<file path="src/rtl/hazard_ctrl_pkg.sv">
// Shared encodings for the hazard controller: forward selects, writeback
// selects and the sequencing FSM states.
package hazard_ctrl_pkg;
  localparam logic [1:0] FWD_RF = 2'b00;
  localparam logic [1:0] FWD_W  = 2'b01;
  localparam logic [1:0] FWD_M  = 2'b10;

  localparam logic [1:0] WB_ALU = 2'b00;
  localparam logic [1:0] WB_MEM = 2'b01;
  localparam logic [1:0] WB_PC4 = 2'b10;

  typedef enum logic [1:0] {
    ST_PRIME = 2'd0,
    ST_RUN   = 2'd1,
    ST_WAIT  = 2'd2
  } hz_state_t;
endpackage

</file>
<file path="src/rtl/hazard_ctrl_fwd_sel.sv">
// Execute-stage operand forwarding comparator for one source register.
// M beats W; x0 is never forwarded.
module fwd_sel
  import hazard_ctrl_pkg::*;
(
  input  logic [4:0] i_rs,
  input  logic [4:0] i_rdM,
  input  logic       i_regwriteM,
  input  logic [4:0] i_rdW,
  input  logic       i_regwriteW,
  output logic [1:0] o_fwd
);
  always_comb begin
    o_fwd = FWD_RF;
    if (i_regwriteM && (i_rdM != 5'd0) && (i_rdM == i_rs))
      o_fwd = FWD_M;
    else if (i_regwriteW && (i_rdW != 5'd0) && (i_rdW == i_rs))
      o_fwd = FWD_W;
  end
endmodule

</file>
<file path="src/rtl/hazard_ctrl.sv">
// Pipeline sequencing controller: forwarding, stall/flush, priming and
// memory-wait timeout. Define HAZ_PERF_CNT_EN to build the stall/flush counters.
module hazard_ctrl
  import hazard_ctrl_pkg::*;
#(
  parameter int INIT_CYCLES = 4,
  parameter int MEM_TIMEOUT = 255,
  parameter int CNT_W       = 8
) (
  input  logic        clk,
  input  logic        rst_n,
  input  logic [4:0]  rs1D,
  input  logic [4:0]  rs2D,
  input  logic [4:0]  rs1E,
  input  logic [4:0]  rs2E,
  input  logic [4:0]  rdE,
  input  logic        regwriteE,
  input  logic [1:0]  wbselE,
  input  logic [4:0]  rdM,
  input  logic        regwriteM,
  input  logic [4:0]  rdW,
  input  logic        regwriteW,
  input  logic        pcselE,
  input  logic        mem_reqM,
  input  logic        mem_readyM,
  output logic [1:0]  forwardAE,
  output logic [1:0]  forwardBE,
  output logic        stallF,
  output logic        stallD,
  output logic        stallE,
  output logic        stallM,
  output logic        flushD,
  output logic        flushE,
  output logic        mem_timeout,
  output logic [31:0] stall_cnt,
  output logic [31:0] flush_cnt
);
  localparam int PW = (INIT_CYCLES > 1) ? $clog2(INIT_CYCLES) : 1;

  hz_state_t        r_state;
  logic [CNT_W-1:0] r_wcnt;
  logic [PW-1:0]    r_pcnt;
  logic             r_timeout;

  logic [1:0]       w_fwdA, w_fwdB;
  logic             w_prime, w_prime_last, w_mem_wait, w_lu;
  logic [CNT_W-1:0] w_wnext;

  fwd_sel u_fwd_a (.i_rs(rs1E), .i_rdM(rdM), .i_regwriteM(regwriteM),
                   .i_rdW(rdW), .i_regwriteW(regwriteW), .o_fwd(w_fwdA));
  fwd_sel u_fwd_b (.i_rs(rs2E), .i_rdM(rdM), .i_regwriteM(regwriteM),
                   .i_rdW(rdW), .i_regwriteW(regwriteW), .o_fwd(w_fwdB));

  assign forwardAE = rst_n ? w_fwdA : FWD_RF;
  assign forwardBE = rst_n ? w_fwdB : FWD_RF;

  assign w_prime      = (r_state == ST_PRIME);
  assign w_prime_last = (INIT_CYCLES <= 1) || (r_pcnt == PW'(INIT_CYCLES - 1));
  assign w_mem_wait   = mem_reqM && !mem_readyM;
  // Link results (pc+4) also need a stall: M only forwards the ALU result.
  assign w_lu = regwriteE && (rdE != 5'd0) && (wbselE != WB_ALU) &&
                ((rdE == rs1D) || (rdE == rs2D));

  // First wait cycle seeds the count at 1; afterwards it saturates.
  assign w_wnext = (r_state != ST_WAIT) ? CNT_W'(1) :
                   (r_wcnt == CNT_W'(MEM_TIMEOUT)) ? r_wcnt : r_wcnt + 1'b1;

  always_comb begin
    stallF = 1'b0;
    stallD = 1'b0;
    stallE = 1'b0;
    stallM = 1'b0;
    flushD = 1'b0;
    flushE = 1'b0;
    if (w_prime) begin
      stallF = 1'b1;
      flushD = 1'b1;
    end else if (w_mem_wait) begin
      stallF = 1'b1;
      stallD = 1'b1;
      stallE = 1'b1;
      stallM = 1'b1;
    end else if (pcselE) begin
      flushD = 1'b1;
      flushE = 1'b1;
    end else if (w_lu) begin
      stallF = 1'b1;
      stallD = 1'b1;
      flushE = 1'b1;
    end
  end

  always_ff @(posedge clk or negedge rst_n) begin
    if (!rst_n) begin
      r_state   <= ST_PRIME;
      r_wcnt    <= '0;
      r_pcnt    <= '0;
      r_timeout <= 1'b0;
    end else begin
      case (r_state)
        ST_PRIME: begin
          if (w_prime_last) begin
            r_state <= ST_RUN;
            r_pcnt  <= '0;
          end else begin
            r_pcnt  <= r_pcnt + 1'b1;
          end
        end
        ST_RUN, ST_WAIT: begin
          if (w_mem_wait) begin
            r_state <= ST_WAIT;
            r_wcnt  <= w_wnext;
            if (w_wnext == CNT_W'(MEM_TIMEOUT)) r_timeout <= 1'b1;
          end else begin
            r_state <= ST_RUN;
            r_wcnt  <= '0;
          end
        end
        default: r_state <= ST_PRIME;
      endcase
    end
  end

  assign mem_timeout = r_timeout;

`ifdef HAZ_PERF_CNT_EN
  logic [31:0] r_stall_cnt, r_flush_cnt;
  always_ff @(posedge clk or negedge rst_n) begin
    if (!rst_n) begin
      r_stall_cnt <= '0;
      r_flush_cnt <= '0;
    end else begin
      if (stallF || stallD || stallE || stallM) r_stall_cnt <= r_stall_cnt + 32'd1;
      if (pcselE && !w_mem_wait)                r_flush_cnt <= r_flush_cnt + 32'd1;
    end
  end
  assign stall_cnt = r_stall_cnt;
  assign flush_cnt = r_flush_cnt;
`else
  assign stall_cnt = 32'd0;
  assign flush_cnt = 32'd0;
`endif
endmodule

</file>
<file path="config.mk">
export PLATFORM = sky130hd
export DESIGN_NAME = hazard_ctrl
export DESIGN_NICKNAME = d
export VERILOG_FILES = /design/src/rtl/hazard_ctrl_pkg.sv /design/src/rtl/hazard_ctrl_fwd_sel.sv /design/src/rtl/hazard_ctrl.sv
export SDC_FILE = /design/constraint.sdc
export NUM_CORES = 1
export LEC_CHECK = 0
export ABC_AREA = 1
export CORE_MARGIN = 10
export CORE_UTILIZATION = 32
export CTS_CLUSTER_DIAMETER = 40
export DETAILED_ROUTE_END_ITERATION = 10
export GPL_TIMING_DRIVEN = 1
export PLACE_DENSITY = 0.72
export SYNTH_ARGS = -nofsm -noshare
export SYNTH_HDL_FRONTEND = slang
export SYNTH_SLANG_ARGS = --single-unit
</file>
<file path="constraint.sdc">
create_clock -name clk -period 3.29 [get_ports clk]
set_input_delay 0.658 -clock clk [delete_from_list [all_inputs] [get_ports clk]]
set_output_delay 0.658 -clock clk [all_outputs]
set_load 0.01 [all_outputs]
</file>
Word-level counts from Yosys, hierarchy flattened
Cells that the tools add are included.

Reduce and logical (&&, ||, !) cells: 19. Add/subtract/negate cells: 2. Eq/ne operators: 13. Muxes and demuxes: 26.

Operator list (number): equality test 5 bit (6); 2-to-1 mux 8 bit (3); equality test 8 bit, second input constant (2); 2-to-1 mux 1 bit (15); nonzero test 5 bit (3); 2-to-1 mux 2 bit (7); logical AND 1 bit (10); adder 8 x 1 -> 8 bit, second input constant (1); equality test 2 bit, second input constant (2); case mux 2 bit (2 select lines) (1); AND reduction 3 bit (1); adder 2 x 1 -> 2 bit, second input constant (1); equality test 2 x 1 -> 1 bit, second input constant (1); zero test 2 bit (1); != test 2 x 1 -> 1 bit, second input constant (1); != test 2 bit, second input constant (1); nonzero test 2 bit (1); OR reduction 2 bit (1); zero test 1 bit (1); logical OR 1 bit (1).

Bits in registers: 13. Input port bits: 45. Output and inout bits: 75.

Depth between registers and ports, before layout
Gate-level depths: netlist of run 1.

Word-level depth: 8. Gate-level depth with buffers: 9. Mapped depth without buffers: 9.

Hierarchy
From an unflattened synthesis of run 1, not the netlist that was laid out.

Cell total of the unflattened synthesis: 324. Area, all modules: 2003.2 µm².

Modules (own cells, without submodules): hazard_ctrl (sequential area each 325.3 µm², times used 1, cells an instance 224, area each 1575.3 µm²); fwd_sel (sequential area each 0.0 µm², times used 2, cells an instance 50, area each 214.0 µm²).

Worst setup path after synthesis of run 1
OpenSTA, ideal clock, no wires.

Path kind: input-to-output. Start: input rdE[1]. End: output stallF. Path buffers: 0. Cell stages on the path: 6. Arrival: 1464 ps. Slack: 1168 ps. Cells stage by stage: or2_0 a21oi_1 nand3_1 nand2_1 nand2_1 o21ai_0.

Longest elaborated chain between the ends: 8. Elaborated cells between the ends (all ways): 11. Classes of those cells: 2 x eq/ne; 4 x mux; 5 x reduce/logical.

RTL lines: from (decl) (line hazard_ctrl.sv:16) `input logic [4:0] rdE,`; nonzero test 5 bit (line hazard_ctrl.sv:61) `assign w_lu = regwriteE && (rdE != 5'd0) && (wbselE != WB_ALU) &&`; logical AND 1 bit (2 in series) (line hazard_ctrl.sv:61); logical AND 1 bit * (line hazard_ctrl.sv:61); 2-to-1 mux 1 bit * (line hazard_ctrl.sv:86) `end else if (w_lu) begin`; 2-to-1 mux 1 bit * (line hazard_ctrl.sv:83) `end else if (pcselE) begin`; 2-to-1 mux 1 bit * (line hazard_ctrl.sv:78) `end else if (w_mem_wait) begin`; 2-to-1 mux 1 bit * (line hazard_ctrl.sv:75) `if (w_prime) begin`; to (decl) (line hazard_ctrl.sv:28) `output logic stallF,`.

Every way passes the cells marked *; elsewhere a longest branch is shown, timed or not.

Final worst setup path of run 1
Start: input rdE[1]. End: output flushE.

Longest elaborated chain between the ends: 8. Elaborated cells between the ends (all ways): 11. Classes of those cells: 2 x eq/ne; 4 x mux; 5 x reduce/logical.

RTL lines: nonzero test 5 bit (line hazard_ctrl.sv:61); logical AND 1 bit (2 in series) (line hazard_ctrl.sv:61); logical AND 1 bit * (line hazard_ctrl.sv:61); 2-to-1 mux 1 bit * (line hazard_ctrl.sv:86); 2-to-1 mux 1 bit * (line hazard_ctrl.sv:83); 2-to-1 mux 1 bit * (line hazard_ctrl.sv:78); 2-to-1 mux 1 bit * (line hazard_ctrl.sv:75); to (decl) (line hazard_ctrl.sv:33) `output logic flushE,`.

Marked as above.

==> run metrics, run 1 <==
worst setup margin=around 0.19 ns; total CTS buffers=3; Adder-Cell Fraction of Synth Area=0.0347; first-pass GRT wire length=7100 um; flops & latches, synth=13; DP HPWL=4190 um; crit-path leading delay family=buffers and inverters; multiplexer share of the synthesized area=0; starting density of the core=0.328; DR DRC count=0; Final Hold Vio Count=0; Nets=365; Post-Synth XOR/XNOR Area=0.116; Pleak=between 1 and 1.5 nW; top_reg_cell synth=dfrtp_1; Tightest Hold Check Type=reg2reg; DRT Pass-1 Iters=4; Pwr Density=322 nW/um2; Post-synth EDFFs=0; worst path required time=2.63 ns; fin util=0.407; register area share after synthesis=0.180; global route total overflow=0; maximum VDD drop=0.234 mV; outcome=finished, final reports clean; DR WL/cell=12.1 um; setup violators final=0; total core area=~5500 um2; setup TNS=0 ns; clock slew at reported path FFs=0.05 ns; Final Slew Violations=0; Die ar.=9050 um2; diode count=0; CP Data Arrival Time=2.44 ns; worst-path fanout max=4; die height=~95 um; unrepaired setup endpoints after global routing=no; CTS tree=yes; slowest stage cell, crit path=clkdlybuf4s50_1; clk sink count=13; Place WS=around 0.14 ns; syn avg cell area=7.03 um2; via count=1621; Netlist cell types=31; Cell Rows=27; clk_skew=0.00583 ns; layout cells sized above 1=0.0446; number of global-route vias before repair=1581; Final Power=0.722 mW; GRT Total Usage=0.0945; Synth Cell Area=~1800 um2; WHS=0.475 ns; WP buf/inv=2; Die W=95.1 um; Tmin final=approximately 3.1 ns; Crit Path Class=in2out; clock insertion delay at the later pin of the skew report=0.24 ns; Final Wtd Congestion=between 0.8 and 0.9; period utilization=0.941; Routed Wire Length=around 4700 um; flop2flop setup slack=around 1.4 ns; htree depth=1; pin count of the biggest net entering global routing=16; initial antenna violation count=0; Mapped Cells=roughly 260; share of flip-flops with an asynchronous set or reset=1.00; synth warn=0; crit-path cells=clkdlybuf4s50_1, or2_0, a21oi_1, nand3_1, nand2_1, nand2_1, a21boi_1, clkdlybuf4s50_1; Detailed Route Iter0 Violations=94; post-CTS repair timing setup buffer count=0; max-capacitance violation count=0; Routed Antenna Nets=0; critical path's largest stage delay=0.56 ns; Post-Synth Simple-Gate Area=0.233; Setup crit end kind=output pin; CP Launch Type=primary input; Max Fclk=323 MHz; vias per cell=approximately 4.2; Max clock buf depth=2; Area growth syn-to-layout=24.2%; IO buf count=55; largest family of logic cells by synthesized area=buffers and inverters; Compound-Gate Fraction of Synth Area=0.107; # IOs=120; root buf cell=clkbuf_8
==> metrics by stage <==
step,cells,cell area (um2)
detailed placement,382,2190
CTS,386,2240
floorplan,320,2040
global placement,382,2190
finish,386,2240
global route,386,2240
==> cell usage in the layout (no fill, tap or decap) <==
cell type and instances:
a22o_1 1, o21ai_0 14, buf_4 1, nor2_4 1, or2_0 1, or2_2 1, nand2_2 1, nor2_1 20
dfrtp_1 13, ha_1 5, xor2_1 10, clkbuf_1 1, clkbuf_8 3, a21oi_1 6, clkdlybuf4s50_1 54, inv_2 1
o22ai_1 5, dlymetal6s2s_1 1, a211oi_1 2, conb_1 64, o21bai_2 1, nand4_1 4, inv_1 24, a21boi_1 1
xnor2_1 14, nor2_2 2, nand2_4 1, nand3_2 2, nor3_1 7, nand2_1 34, o21bai_1 1, o211ai_1 1
o21ai_1 1, nand3_1 13, and2_1 3
==> routing by layer <==
| metal | vias to the layer above | GRT usage | wire length [um] |
|---|---|---|---|
| li1 | 807 | - | - |
| met1 | 727 | 0.0930 | 1690 |
| met2 | 81 | 0.176 | 2300 |
| met3 | 6 | 0.0385 | 598 |
| met4 | 0 | 0.0299 | 76 |
| met5 | - | 0 | 0 |
==> synthesized netlist by cell type, types with 2 or more instances <==
master,instances,area share
nor2_1,20,0.042
and2_1,3,0.010
dfrtp_1,13,0.18
nand4_1,4,0.014
a21oi_1,6,0.017
nor3_1,7,0.019
inv_1,24,0.050
nor2_2,2,0.0069
xnor2_1,14,0.068
ha_1,5,0.035
o21ai_0,14,0.039
nand3_1,13,0.036
nand2_1,34,0.071
nand3_2,2,0.011
a211oi_1,2,0.0083
o22ai_1,5,0.017
buf_4,66,0.27
xor2_1,10,0.049
==> cell families (layout without fill, tap and decap cells) <==
| logic type | Yosys count | in the layout |
|---|---|---|
| other | 1 | 64 |
| adder cells (fa/ha/maj) | 5 | 5 |
| AND/OR/NAND/NOR | 90 | 90 |
| buffers and inverters | 91 | 85 |
| AO/OA/AOI/OAI | 33 | 33 |
| XOR/XNOR | 24 | 24 |
| flip-flops | 13 | 13 |
==> area by class of cell <==
class	count	area, um2
Clock buffer	4	45.0
Fill cell	575	3260
Inverter	25	93.8
Multi-Input combinational cell	216	1130
Sequential cell	13	325
Tap cell	72	90.1
Timing Repair Buffer	56	561
==> where the power goes <==
part	switching, mW	total [mW]	internal [mW]
Sequential	0.0173	0.205	0.188
Combinational	0.211	0.374	0.163
Clock	0.0578	0.143	0.0855
==> state kept, by name, summed over array words and instances, names as in the netlist <==
name	count
r_pcnt	2
r_wcnt	8
mem_timeout	1
r_state	2
==> worst register-to-register path, cell delays in order (launching register included) <==
cell and delay, ns:
dfrtp_1 0.38, inv_1 0.07, ha_1 0.47, nand3_1 0.26
nor2_1 0.21, nand3_1 0.12, nor2_1 0.12, nand3_1 0.09
o21bai_2 0.14
==> repair_timing <==
action,in CTS,in global routing
endpoints found under the setup margin,0,1
hold endpoints to repair,0,0
hold buffers,0,0
gates resized for setup,0,1
==> worst paths after layout <==
check	startpoint	endpoint	cells after the start
setup / recovery	rdE[1]	flushE	8
hold / removal	r_pcnt[1]$_DFFE_PN0P_	r_pcnt[1]$_DFFE_PN0P_	2
max in group asynchronous	rst_n	r_pcnt[1]$_DFFE_PN0P_	2
setup reg to reg	r_state[1]$_DFFE_PN0P_	mem_timeout$_DFFE_PN0P_	8
hold reg to reg	r_pcnt[1]$_DFFE_PN0P_	r_pcnt[1]$_DFFE_PN0P_	2
min in group asynchronous	rst_n	r_wcnt[3]$_DFFE_PN0N_	2
No activity file was read; power rests on OpenSTA's default activity.
==> run 2, diff against run 1 <==
ABC_CLOCK_PERIOD_IN_PS = 3290   (was unset)
CORE_MARGIN = unset   (was 10)
CORE_UTILIZATION = 39   (was 32)
PLACE_DENSITY = 0.86   (was 0.72)
==> run metrics, run 2 (synthesis gave the netlist of run 1 again) <==
cts repair resizes=0 (unchanged); unrepaired setup endpoints after global routing=no; clk_skew=0.00462 ns (-0.00121 ns); CP Launch Type=primary input; setup violators final=0 (unchanged); total CTS buffers=3 (unchanged); DRT Pass-1 Iters=4 (unchanged); worst setup margin=0.203 ns (+0.00909 ns); initial antenna violation count=0 (unchanged); CTS tree=yes; worst path required time=2.63 ns (about the same); clock insertion delay at the later pin of the skew report=0.25 ns (about the same); period utilization=0.938 (-0.00276); most frequent cells in the layout=conb_1, clkdlybuf4s50_1, nand2_1; Nets=365 (unchanged); die height=70.0 um (-26%); DR WL/cell=10.4 um (-14%); maximum VDD drop=0.224 mV (-4.0%); Top reg by flops=r_wcnt; Tightest Hold Check Type=reg2reg; diode count=0 (unchanged); Final Wtd Congestion=0.888 (+3.8%); Crit Path Class=in2out; worst-path fanout max=4 (unchanged); max-capacitance violation count=0 (unchanged); total core area=4410 um2 (-20%); global route total overflow=0 (unchanged); Setup crit end kind=output pin; Cell Rows=24 (-11%); number of global-route vias before repair=1492 (-5.6%); CP Data Arrival Time=2.43 ns (about the same); Place WS=0.198 ns (+0.0591 ns); outcome=finished, final reports clean; Final Hold Vio Count=0 (unchanged); flop2flop setup slack=1.36 ns (about the same); Pwr Density=328 nW/um2 (+2.0%); htree depth=1 (unchanged); pin count of the biggest net entering global routing=16 (unchanged); GRT Total Usage=0.150 (+0.0553); DP HPWL=3320 um (-21%); Area growth syn-to-layout=22.7%; layout cells sized above 1=0.0446 (unchanged); Routed Antenna Nets=0 (unchanged); root buf cell=clkbuf_8; vias per cell=4.39 (+4.4%); Final Slew Violations=0 (unchanged); Detailed Route Iter0 Violations=73 (-22%); Tmin final=3.09 ns (-0.00909 ns); Pleak=1.05 nW (-0.70%); clk sink count=13 (unchanged); Max Fclk=324 MHz (+0.29%); IO buf count=55 (unchanged); Max clock buf depth=2 (unchanged); setup TNS=0 ns (unchanged); DR DRC count=0 (unchanged); via count=1605 (-0.99%); clock slew at reported path FFs=0.06 ns (about the same); first-pass GRT wire length=6020 um (-15%); Largest regs=r_wcnt x8, r_pcnt x2, r_state x2; CTS Hold Buffers Added=0 (unchanged); starting density of the core=0.409 (+0.0811); Largest register FFs=8 (unchanged); Die W=70.0 um (-26%); # IOs=120 (unchanged); Routed Wire Length=3810 um (-18%); Die ar.=4910 um2 (-46%); post-CTS repair timing setup buffer count=0 (unchanged); commonest non-fill, non-tap cell in the layout=conb_1
## run 2: cell count changes in the layout (fill, tap and decap cells not counted)
cell | previous run | this run
dlymetal6s2s_1 | 1 | 0
clkdlybuf4s50_1 | 54 | 55
## run 2: worst paths after layout
kind,cells after the start,start,to
max,8,rdE[1],stallF
min,1,mem_timeout$_DFFE_PN0P_,mem_timeout$_DFFE_PN0P_
max reg2reg,8,r_state[1]$_DFFE_PN0P_,mem_timeout$_DFFE_PN0P_
min in group asynchronous,2,rst_n,r_wcnt[3]$_DFFE_PN0N_
max in group asynchronous,2,rst_n,r_wcnt[7]$_DFFE_PN0N_
min reg2reg,1,mem_timeout$_DFFE_PN0P_,mem_timeout$_DFFE_PN0P_
## run 2: layout make-up
class | instances | area, um2
multi-input cells | 216 | 1130
well taps | 52 | 65.1
clock buffers | 4 | 45.0
fillers | 432 | 2200
flip-flops and latches | 13 | 325
inverters | 25 | 93.8
repair buffers | 56 | 558
## run 2: worst max-delay path, stage by stage
cell and delay, ns:
clkdlybuf4s50_1 0.46, or2_0 0.24, a21oi_1 0.14, nand3_1 0.08, nand2_1 0.07, nand2_1 0.07, o21ai_0 0.15, clkdlybuf4s50_1 0.55
## run 2: routing by layer
| metal | routed length (um) | track usage | vias up |
|---|---|---|---|
| li1 | - | - | 807 |
| met1 | 1430 | 0.159 | 697 |
| met2 | 2070 | 0.286 | 97 |
| met3 | 279 | 0.0317 | 4 |
| met4 | 32 | 0.0556 | 0 |
| met5 | 0 | 0 | - |
## run 2: power by group
group / switching [mW] / internal, mW
registers: 0.0192 / 0.188
logic: 0.208 / 0.166
clock network: 0.0606 / 0.0857
total: 0.288 / 0.439
## run 2: per-stage QoR
stage / hold WS [ns] / cells / cell area (um2) / utilization / power [mW]
after detailed placement: 0.465 / 362 / 2170 / 0.491 / 0.585
after CTS: 0.475 / 366 / 2210 / 0.502 / 0.731
after floorplan: 0.362 / 320 / 2040 / - / 0.493
final: 0.475 / 366 / 2210 / 0.502 / 0.728
after global routing: 0.504 / 366 / 2210 / 0.502 / 0.778
after global placement: 0.456 / 362 / 2170 / 0.491 / 0.567
